===== config.mk =====
export PLATFORM = sky130hd
export DESIGN_NAME = uart_rx_fsm
export DESIGN_NICKNAME = d
export VERILOG_FILES = /design/src/rtl/uart_rx_fsm_pkg.sv /design/src/rtl/uart_rx_fsm.sv
export SDC_FILE = /design/constraint.sdc
export NUM_CORES = 1
export LEC_CHECK = 0
export CAP_MARGIN = 20
export CORE_MARGIN = 10
export CORE_UTILIZATION = 45
export CTS_BUF_LIST = sky130_fd_sc_hd__clkbuf_8
export DETAILED_ROUTE_END_ITERATION = 12
export PLACE_DENSITY = 0.86
export SLEW_MARGIN = 30
export SYNTH_ARGS = -nofsm -noshare
export SYNTH_HDL_FRONTEND = slang
export SYNTH_SLANG_ARGS = --single-unit
export TNS_END_PERCENT = 5

===== constraint.sdc =====
create_clock -name CLK -period 3.42 [get_ports CLK]
set_clock_uncertainty 0.05 [all_clocks]
set_input_delay 0.684 -clock CLK [delete_from_list [all_inputs] [get_ports CLK]]
set_output_delay 0.684 -clock CLK [all_outputs]
set_load 0.02 [all_outputs]

===== src/rtl/uart_rx_fsm_pkg.sv =====
// uart_rx_fsm_pkg: shared state encoding and frame constants for the UART receive controller
package uart_rx_fsm_pkg;
  typedef enum logic [2:0] {
    IDLE   = 3'd0,
    START  = 3'd1,
    DATA   = 3'd2,
    PARITY = 3'd3,
    STOP   = 3'd4
  } state_t;
  localparam logic [3:0] LAST_DATA_BIT = 4'd8;
  localparam int CHK_OFFSET = 2;
endpackage


===== src/rtl/uart_rx_fsm.sv =====
// uart_rx_fsm: frame-sequencing controller for the UART receiver
//   CLK, RST (async, active-low)     clock and reset
//   RX_IN, PAR_EN, prescale           serial line, parity enable, oversampling ratio (8/16/32)
//   edge_cnt, bit_cnt                 position reported by the edge/bit counter
//   strt_glitch, par_err, stp_err     checker results, valid until end of bit
//   enable, dat_samp_en               counter and sampler enables
//   strt_chk_en, deser_en,
//   par_chk_en, stp_chk_en            one-cycle strobes at the check edge of each bit
//   data_valid, par_error,
//   frame_error                       registered one-cycle frame-end pulses
module uart_rx_fsm
  import uart_rx_fsm_pkg::*;
#(
  parameter int PRESCALE_W = 6,
  parameter int BIT_CNT_W  = 4
) (
  input  logic                  CLK,
  input  logic                  RST,
  input  logic                  RX_IN,
  input  logic                  PAR_EN,
  input  logic [PRESCALE_W-1:0] prescale,
  input  logic [PRESCALE_W-1:0] edge_cnt,
  input  logic [BIT_CNT_W-1:0]  bit_cnt,
  input  logic                  strt_glitch,
  input  logic                  par_err,
  input  logic                  stp_err,
  output logic                  enable,
  output logic                  dat_samp_en,
  output logic                  strt_chk_en,
  output logic                  deser_en,
  output logic                  par_chk_en,
  output logic                  stp_chk_en,
  output logic                  data_valid,
  output logic                  par_error,
  output logic                  frame_error
);
  state_t state, nxt;
  logic par_flag, par_nxt;
  logic eob, at_chk, done;
  // check edge sits just after the 3-sample majority window centred on HALF
  assign at_chk = edge_cnt == (prescale >> 1) + PRESCALE_W'(CHK_OFFSET);
  assign eob    = edge_cnt == prescale - PRESCALE_W'(1);
  assign done   = state == STOP && eob;
  assign enable      = state != IDLE;
  assign dat_samp_en = state != IDLE;
  assign strt_chk_en = state == START  && at_chk;
  assign deser_en    = state == DATA   && at_chk;
  assign par_chk_en  = state == PARITY && at_chk;
  assign stp_chk_en  = state == STOP   && at_chk;
  always_comb begin
    nxt     = state;
    par_nxt = par_flag;
    case (state)
      IDLE:    nxt = RX_IN ? IDLE : START;
      START: begin
        par_nxt = 1'b0;
        if (eob) nxt = strt_glitch ? IDLE : DATA;
      end
      DATA:    if (eob && bit_cnt == BIT_CNT_W'(LAST_DATA_BIT)) nxt = PAR_EN ? PARITY : STOP;
      PARITY: begin
        if (eob) begin
          nxt     = STOP;
          par_nxt = par_err;
        end
      end
      STOP:    nxt = eob ? IDLE : STOP;
      default: nxt = IDLE;
    endcase
  end
  always_ff @(posedge CLK or negedge RST) begin
    if (!RST) begin
      state       <= IDLE;
      par_flag    <= 1'b0;
      data_valid  <= 1'b0;
      par_error   <= 1'b0;
      frame_error <= 1'b0;
    end else begin
      state       <= nxt;
      par_flag    <= par_nxt;
      data_valid  <= done && !par_flag && !stp_err;
      par_error   <= done && par_flag;
      frame_error <= done && stp_err;
    end
  end
endmodule

## After elaboration in Yosys (flattened, before gate mapping)

Index checks and enable logic that the tools add are counted.

- Register bits after elaboration: 7
- Output and inout port bits: 9

- Add/sub/neg operators: 2
- Eq/ne operators: 10
- Mux-type cells: 10
- Reduce and logical (&&, ||, !) cells: 17

Operators with widths:

| operator | count |
|---|---|
| 2-to-1 mux 3 bit | 5 |
| case mux 3 bit (5 select lines) | 1 |
| equality test 6 bit | 2 |
| logical AND 1 bit | 10 |
| adder 5 x 2 -> 6 bit, second input constant | 1 |
| equality test 3 x 2 -> 1 bit, second input constant | 2 |
| subtractor 6 x 1 -> 6 bit, second input constant | 1 |
| equality test 4 bit, second input constant | 1 |
| != test 2 bit, second input constant | 2 |
| equality test 3 x 1 -> 1 bit, second input constant | 1 |
| equality test 3 bit, second input constant | 1 |
| zero test 3 bit | 1 |
| AND reduction 3 bit | 1 |
| nonzero test 3 bit | 1 |
| zero test 1 bit | 2 |
| 2-to-1 mux 1 bit | 2 |
| 2-to-1 mux 2 bit | 1 |
| != test 2 x 1 -> 1 bit, second input constant | 1 |
| case mux 1 bit (2 select lines) | 1 |
| AND reduction 2 bit | 1 |
| nonzero test 2 bit | 1 |

## Longest topological paths before layout

Gate-level depths: netlist of run 1.

- Word-level depth: 5
- Gate-level depth with buffers: 8
- Gate-level depth less buffers: 7

## Least setup slack after synthesis of run 1

No wires, ideal clock.

- Path kind: input to output
- From: in prescale[2]
- To: out deser_en
- Data arrival time: 2.197 ns
- Setup slack: 0.489 ns
- Stages on the path: 6
- Path buffers: 0
- Path through: inv_1 -> ha_1 -> xor2_1 -> nor4_1 -> o21ai_0 -> nor4_1

- Longest elaborated chain between the ends: 3

Ends and longest elaborated chain:

| item | RTL line | text |
|---|---|---|
| start, declared | uart_rx_fsm.sv:21 | `input logic [PRESCALE_W-1:0] prescale,` |
| adder 5 x 2 -> 6 bit | uart_rx_fsm.sv:41 | `assign at_chk = edge_cnt == (prescale >> 1) + PRESCALE_W'(CHK_OFFSET);` |
| equality test 6 bit | uart_rx_fsm.sv:41 |  |
| logical AND 1 bit | uart_rx_fsm.sv:47 | `assign deser_en = state == DATA && at_chk;` |
| end, declared | uart_rx_fsm.sv:30 | `output logic deser_en,` |

No other way between the ends.

## Worst setup path after layout of run 1

- From: in prescale[2]
- To: out par_chk_en

- Longest elaborated chain between the ends: 3

Ends and longest elaborated chain:

| item | RTL line | text |
|---|---|---|
| adder 5 x 2 -> 6 bit | uart_rx_fsm.sv:41 |  |
| equality test 6 bit | uart_rx_fsm.sv:41 |  |
| logical AND 1 bit | uart_rx_fsm.sv:48 | `assign par_chk_en = state == PARITY && at_chk;` |
| end, declared | uart_rx_fsm.sv:31 | `output logic par_chk_en,` |

No other way between the ends.

==> impl_metrics.toml, run 1 <==
[run_status]
status = "finished, final reports clean"

[global_routing]
grt_pass1_vias = 804
antenna_found_initial = 0
grt-ovfl-total = 0
grt_max_degree = 10
grt_first_pass_wirelength_mm = 3.26
globalRouteTotalUtil = 0.114

[yosys]
synth_top_area_cell = "dfrtp_1"
syn_inst = 85
synthFlopType = "dfrtp_1"
syn-num-nets = 112
ys_top_cells_by_count = "12 x xnor2_1, 11 x nor2_1, 8 x nand2_1"
yosys_warnings = 0
synth.most_common_cell = "xnor2_1"
netlist_area_um2 = 704
synth-seq-cells = 7
async_flop_share = 1.00
ys_top_cells_by_area = "dfrtp_1 25%, xnor2_1 15%, ha_1 7.1%"
synth_cell_types = 32
syn_area_per_cell_um2 = 8.29
synth_edf_count = 0
netlist.area_leader.share = 0.249
ys_seq_area_frac = 0.249

[pwr]
ir_worst_vdd_mv = 0.204
powerDensity_nw_per_um2 = 310
power_leakage_nw = 0.481

[floorplan]
ioPinCount = 32
start_util = 0.473
num_rows = 14
core_area_um2 = 1490
die_w_um = 59.6
dieArea_um2 = 3550
die_h_um = 59.6

[drt]
drtIter0Drc = 18
via_count = 743
drc = 0
detail_route.vias_per_cell = 5.31
totalWireLength_mm = 1.86
dr.pass1.iters = 4
ant_nets = 0
routedWlPerCell_um = 13.3

[sta]
rsz0062_at_grt = "false"
relSlewSlack = 0.723
setup_tns_ps = 0
max_freq_mhz = 306
worstMarginPinSlew_ps = 412
finalCritPeriodShare = 0.956
slew_violations = 0
fin_crit_ps = 3270
setup_viol = 0
hold_viol = 0

[worst_setup_path]
worst_path_dominant_cell_family = "buffers and inverters"
path_max_fanout = 4
worstSetupPathType = "in2out"
critical_path_buf_inv_count = 3
path_cells = "clkdlybuf4s50_1 > buf_4 > ha_1 > and3b_1 > nor3_1 > a211oi_1 > o21ai_2 > nor2_1 > dlygate4sd2_1"
crit_path_end_kind = "primary output"
worstPathArrival_ps = 2540
critical_path.max_stage_delay_ps = 480
startpoint_type = "input port"
cp.required_ps = 2690
crit_slowest_cell = "clkdlybuf4s50_1"

[clock_tree]
clk_pin_slew_ps = 40
post-cts-setup-buffer-count = 0
clock_latency_ps = 230
clock_sinks = 7
cts_tree = "built"
cts-htree-levels = 1
clock_path_buffers = 2
cts_root_buf = "clkbuf_8"
numCtsBuffers = 3

[cells_and_area]
num-nets-final = 152
n_antenna_cell = 0
area_growth_pct = 57.2
stdcell_count = 140
drive_gt1_frac = 0.161

[placement]
numPortBuffers = 31
routabilityCongestion = 0.718
dp_hpwl_mm = 1.66
dpl.cell_count = 136

[min_path]
hold_path.class = "reg2reg"

[flow_run]
cap_violations = 0
[area by class of cell]
cell class / instances / area, µm²
timing repair buffer: 39 / 358
sequential: 7 / 175
clock inverter: 1 / 3.75
inverter: 5 / 18.8
multi-input combinational: 69 / 490
tap: 16 / 20.0
clock buffer: 3 / 41.3
fill: 128 / 382
[layout by cell type, fill, tap and decap left out, drive strengths merged, types with 3 or more instances in the layout]
cell	n
inv	6
clkdlybuf4s50	27
clkbuf	4
xnor2	12
buf	9
nor3	7
xor2	3
nor2	11
dfrtp	7
and3	4
nand2	8
ha	4
[where the power goes]
group	leakage (nW)	internal, W	switching [W]
Clock	0.0269	0.0000774	0.0000344
Sequential	0.0921	0.0000904	0.0000178
Combinational	0.362	0.0000670	0.0000565
[cells by family after synthesis]
group / after synthesis / synth area share
AND/OR/NAND/NOR: 41 / 0.327
XOR/XNOR: 15 / 0.187
AO/OA/AOI/OAI: 9 / 0.0977
buffers and inverters: 9 / 0.0693
flip-flops: 7 / 0.249
adder cells (fa/ha/maj): 4 / 0.0711
[timing repair]
action	in CTS	in global routing
hold buffers	0	0
cloned	0	0
setup endpoints to repair	4	4
resized for setup	9	5
pin swaps	0	1
[worst paths after layout]
check / startpoint / to / slack [ps] / depth (start not counted)
worst min register to register: par_flag$_DFFE_PN0P_ / data_valid$_DFF_PN0_ / 470 / 1
worst min-delay path: par_flag$_DFFE_PN0P_ / data_valid$_DFF_PN0_ / 470 / 1
worst max-delay path: prescale[2] / par_chk_en / 150 / 9
min in group asynchronous: RST / frame_error$_DFF_PN0_ / 660 / 1
max in group asynchronous: RST / par_error$_DFF_PN0_ / 2430 / 1
worst max register to register: state[1]$_DFFE_PN0P_ / state[0]$_DFFE_PN0P_ / 2180 / 4
[flip-flops by register name, summed over array words and instances, names as in the netlist]
name and count:
par_flag 1, state 3, frame_error 1, par_error 1, data_valid 1
[metrics by stage]
step	hold slack [ps]	util	cell area [µm²]	worst slack (ps)	total power (W)
floorplan	338	-	704	489	0.000177
global placement	462	0.715	1060	-324	0.000227
detailed placement	467	0.715	1060	-373	0.000231
CTS	473	0.745	1110	3.15	0.000346
global route	498	0.744	1110	17.1	0.000369
finish	472	0.744	1110	150	0.000344
[routing by layer]
layer | global-route usage | share of wire | vias to the layer above
met5 | 0 | 0 | -
li1 | - | - | 375
met4 | 0.0705 | 0.018 | 0
met2 | 0.207 | 0.54 | 26
met3 | 0.0451 | 0.078 | 3
met1 | 0.103 | 0.36 | 339
[worst reg2reg max path: cells and delay by family (launching register included)]
| family | cells | cell delay [ps] |
|---|---|---|
| AOI/OAI and AO/OA | 1 | 300 |
| DFF | 1 | 500 |
| and+or+nand+nor | 3 | 280 |
No activity file was read; power rests on OpenSTA's default activity.
==> inputs of run 2 (changes only) <==
--- a/config.mk
+++ b/config.mk
@@ -7,10 +7,10 @@
 export LEC_CHECK = 0
 export CAP_MARGIN = 20
 export CORE_MARGIN = 10
-export CORE_UTILIZATION = 45
+export CORE_UTILIZATION = 42
 export CTS_BUF_LIST = sky130_fd_sc_hd__clkbuf_8
 export DETAILED_ROUTE_END_ITERATION = 12
-export PLACE_DENSITY = 0.86
+export PLACE_DENSITY = 0.81
 export SLEW_MARGIN = 30
 export SYNTH_ARGS = -nofsm -noshare
 export SYNTH_HDL_FRONTEND = slang
==> constraint.sdc (replaced) <==
create_clock -name CLK -period 3.25 [get_ports CLK]
set_clock_uncertainty 0.05 [all_clocks]
set_input_delay 0.65 -clock CLK [delete_from_list [all_inputs] [get_ports CLK]]
set_output_delay 0.65 -clock CLK [all_outputs]
set_load 0.02 [all_outputs]
==> run 2 against run 1 <==
  * Routed wire length grew 3.5%
  * Global-route usage shrank 1.1 points
  * Non-clock buffer count grew 5
  * Critical path depth is the same
  * Count of clock-buffer cells in the layout is the same
  * Total power grew 6.4%
  * Die area grew 4.7%
  * Utilization shrank 0.34 points
  * Worst setup slack lost 72 ps
  * Flip-flop and latch count is the same
  * Highest routed layer unchanged
==> impl_metrics.toml, run 2 (synthesis results as in run 1) <==
[sta]
slew_violations = 0
relSlewSlack = 0.711
finalCritPeriodShare = 0.976
worstMarginPinSlew_ps = 430
fin_crit_ps = 3170
hold_slack_ps = 485
setup_ws_ps = 77.8
max_freq_mhz = 315
setup_viol = 0
hold_viol = 0

[drt]
ant_nets = 0
dr.pass1.iters = 4
totalWireLength_mm = 1.93
detail_route.vias_per_cell = 5.17
drc = 0
via_count = 750
drtIter0Drc = 7
routedWlPerCell_um = 13.3

[worst_setup_path]
crit_path_end_kind = "primary output"
r2r_start = "state[2]$_DFFE_PN0P_"
cp.required_ps = 2550
path_cells = "clkdlybuf4s50_1 > buf_4 > ha_2 > and3b_1 > nor3_2 > a211oi_1 > o21ai_1 > nor4_1 > buf_2"
path_max_fanout = 4
worstPathArrival_ps = 2470
reg2reg_depth = 2
rr_endpoint = "par_flag$_DFFE_PN0P_"
rrSetupSlack_ps = 2020
startpoint_type = "input port"
crit_slowest_cell = "clkdlybuf4s50_1"
worstSetupPathType = "in2out"
critical_path_buf_inv_count = 3
critical_path.max_stage_delay_ps = 500
worst_path_dominant_cell_family = "buffers and inverters"

[global_routing]
grt_max_degree = 10
grt_pass1_vias = 764
grt-ovfl-total = 0
globalRouteTotalUtil = 0.103
antenna_found_initial = 0
grt_first_pass_wirelength_mm = 3.06

[floorplan]
dieArea_um2 = 3720
die_w_um = 61.0
die_h_um = 61.0
start_util = 0.457
core_area_um2 = 1540
num_rows = 14
ioPinCount = 32

[cells_and_area]
nFillCells = 144
design_area_um2 = 1140
seq_area_um2 = 175
drive_gt1_frac = 0.217
mostFrequentLayoutCells = "27 x clkdlybuf4s50_1, 13 x buf_4, 12 x xnor2_1, 11 x nor2_1, 8 x nand2_1"
final_common_cell = "clkdlybuf4s50_1"
multiInputGateArea_um2 = 494
n_antenna_cell = 0
largest_reg_flops = 3
num-nets-final = 157
largest-register = "state"
area_growth_pct = 62.0

[run_status]
status = "finished, final reports clean"

[clock_tree]
numCtsBuffers = 3
cts-htree-levels = 1
clock_sinks = 7
clock_latency_ps = 220
post-cts-setup-buffer-count = 0
clk_pin_slew_ps = 40
clock_path_buffers = 2
cts_root_buf = "clkbuf_8"
cts_tree = "built"
hold_buffers = 0

[min_path]
hold_depth = 1
worstHoldStart = "par_flag$_DFFE_PN0P_"
hold_path.class = "reg2reg"
holdPathEnd = "data_valid$_DFF_PN0_"

[placement]
pre_cts_slack_ps = -522
placement.cell_area_um2 = 1100
numPortBuffers = 31
routabilityCongestion = 0.724
dp_hpwl_mm = 1.75

[pwr]
powerDensity_nw_per_um2 = 320
power_leakage_nw = 0.500
ir_worst_vdd_mv = 0.202

[flow_run]
cap_violations = 0
-- run 2: worst max path at each step --
stage / from / to / slack (ps) / cells past startpoint
after global placement: prescale[2] / deser_en / -430 / 8
after floorplan: prescale[2] / deser_en / 390 / 6
final: prescale[2] / deser_en / 80 / 9
after CTS: prescale[2] / par_chk_en / 1 / 9
after global routing: prescale[2] / deser_en / -10 / 9
after detailed placement: prescale[2] / deser_en / -520 / 8
-- run 2: timing repair --
item	4_1_cts	5_1_grt
gates resized for setup	14	6
endpoints found under the setup margin	4	4
pin swaps	1	2
-- run 2: routing by layer --
metal,track usage,routed length (µm),vias up
met5,0,0,-
met4,0.0376,18,0
met3,0.0271,156,2
met2,0.215,1100,24
met1,0.0880,652,338
li1,-,-,386
-- run 2: where the power goes --
part,internal [W],switching [W],total [W]
combinational,0.0000745,0.0000603,0.000135
sequential,0.0000952,0.0000178,0.000113
clock,0.0000815,0.0000361,0.000118
total,0.000251,0.000114,0.000365
-- run 2: area by class of cell --
class | count | area share
Clock buffer | 3 | 0.0362
Clock inverter | 1 | 0.00329
Inverter | 5 | 0.0164
Multi-Input combinational cell | 69 | 0.433
Sequential cell | 7 | 0.154
Tap cell | 16 | 0.0175
Timing Repair Buffer | 44 | 0.340
-- run 2: worst register-to-register path, cell delays in order, from the launching register on --
cell and delay [ps]:
dfrtp_1 430, nand2b_1 240, a221o_1 380
-- run 2: per-stage QoR --
stage	setup TNS, ps	cells	power (W)	utilization
floorplan	0	85	0.000186	-
global placement	-1500	141	0.000244	0.715
detailed placement	-1800	141	0.000248	0.715
CTS	0	145	0.000367	0.737
global route	-12.1	145	0.000389	0.740
finish	0	145	0.000365	0.740
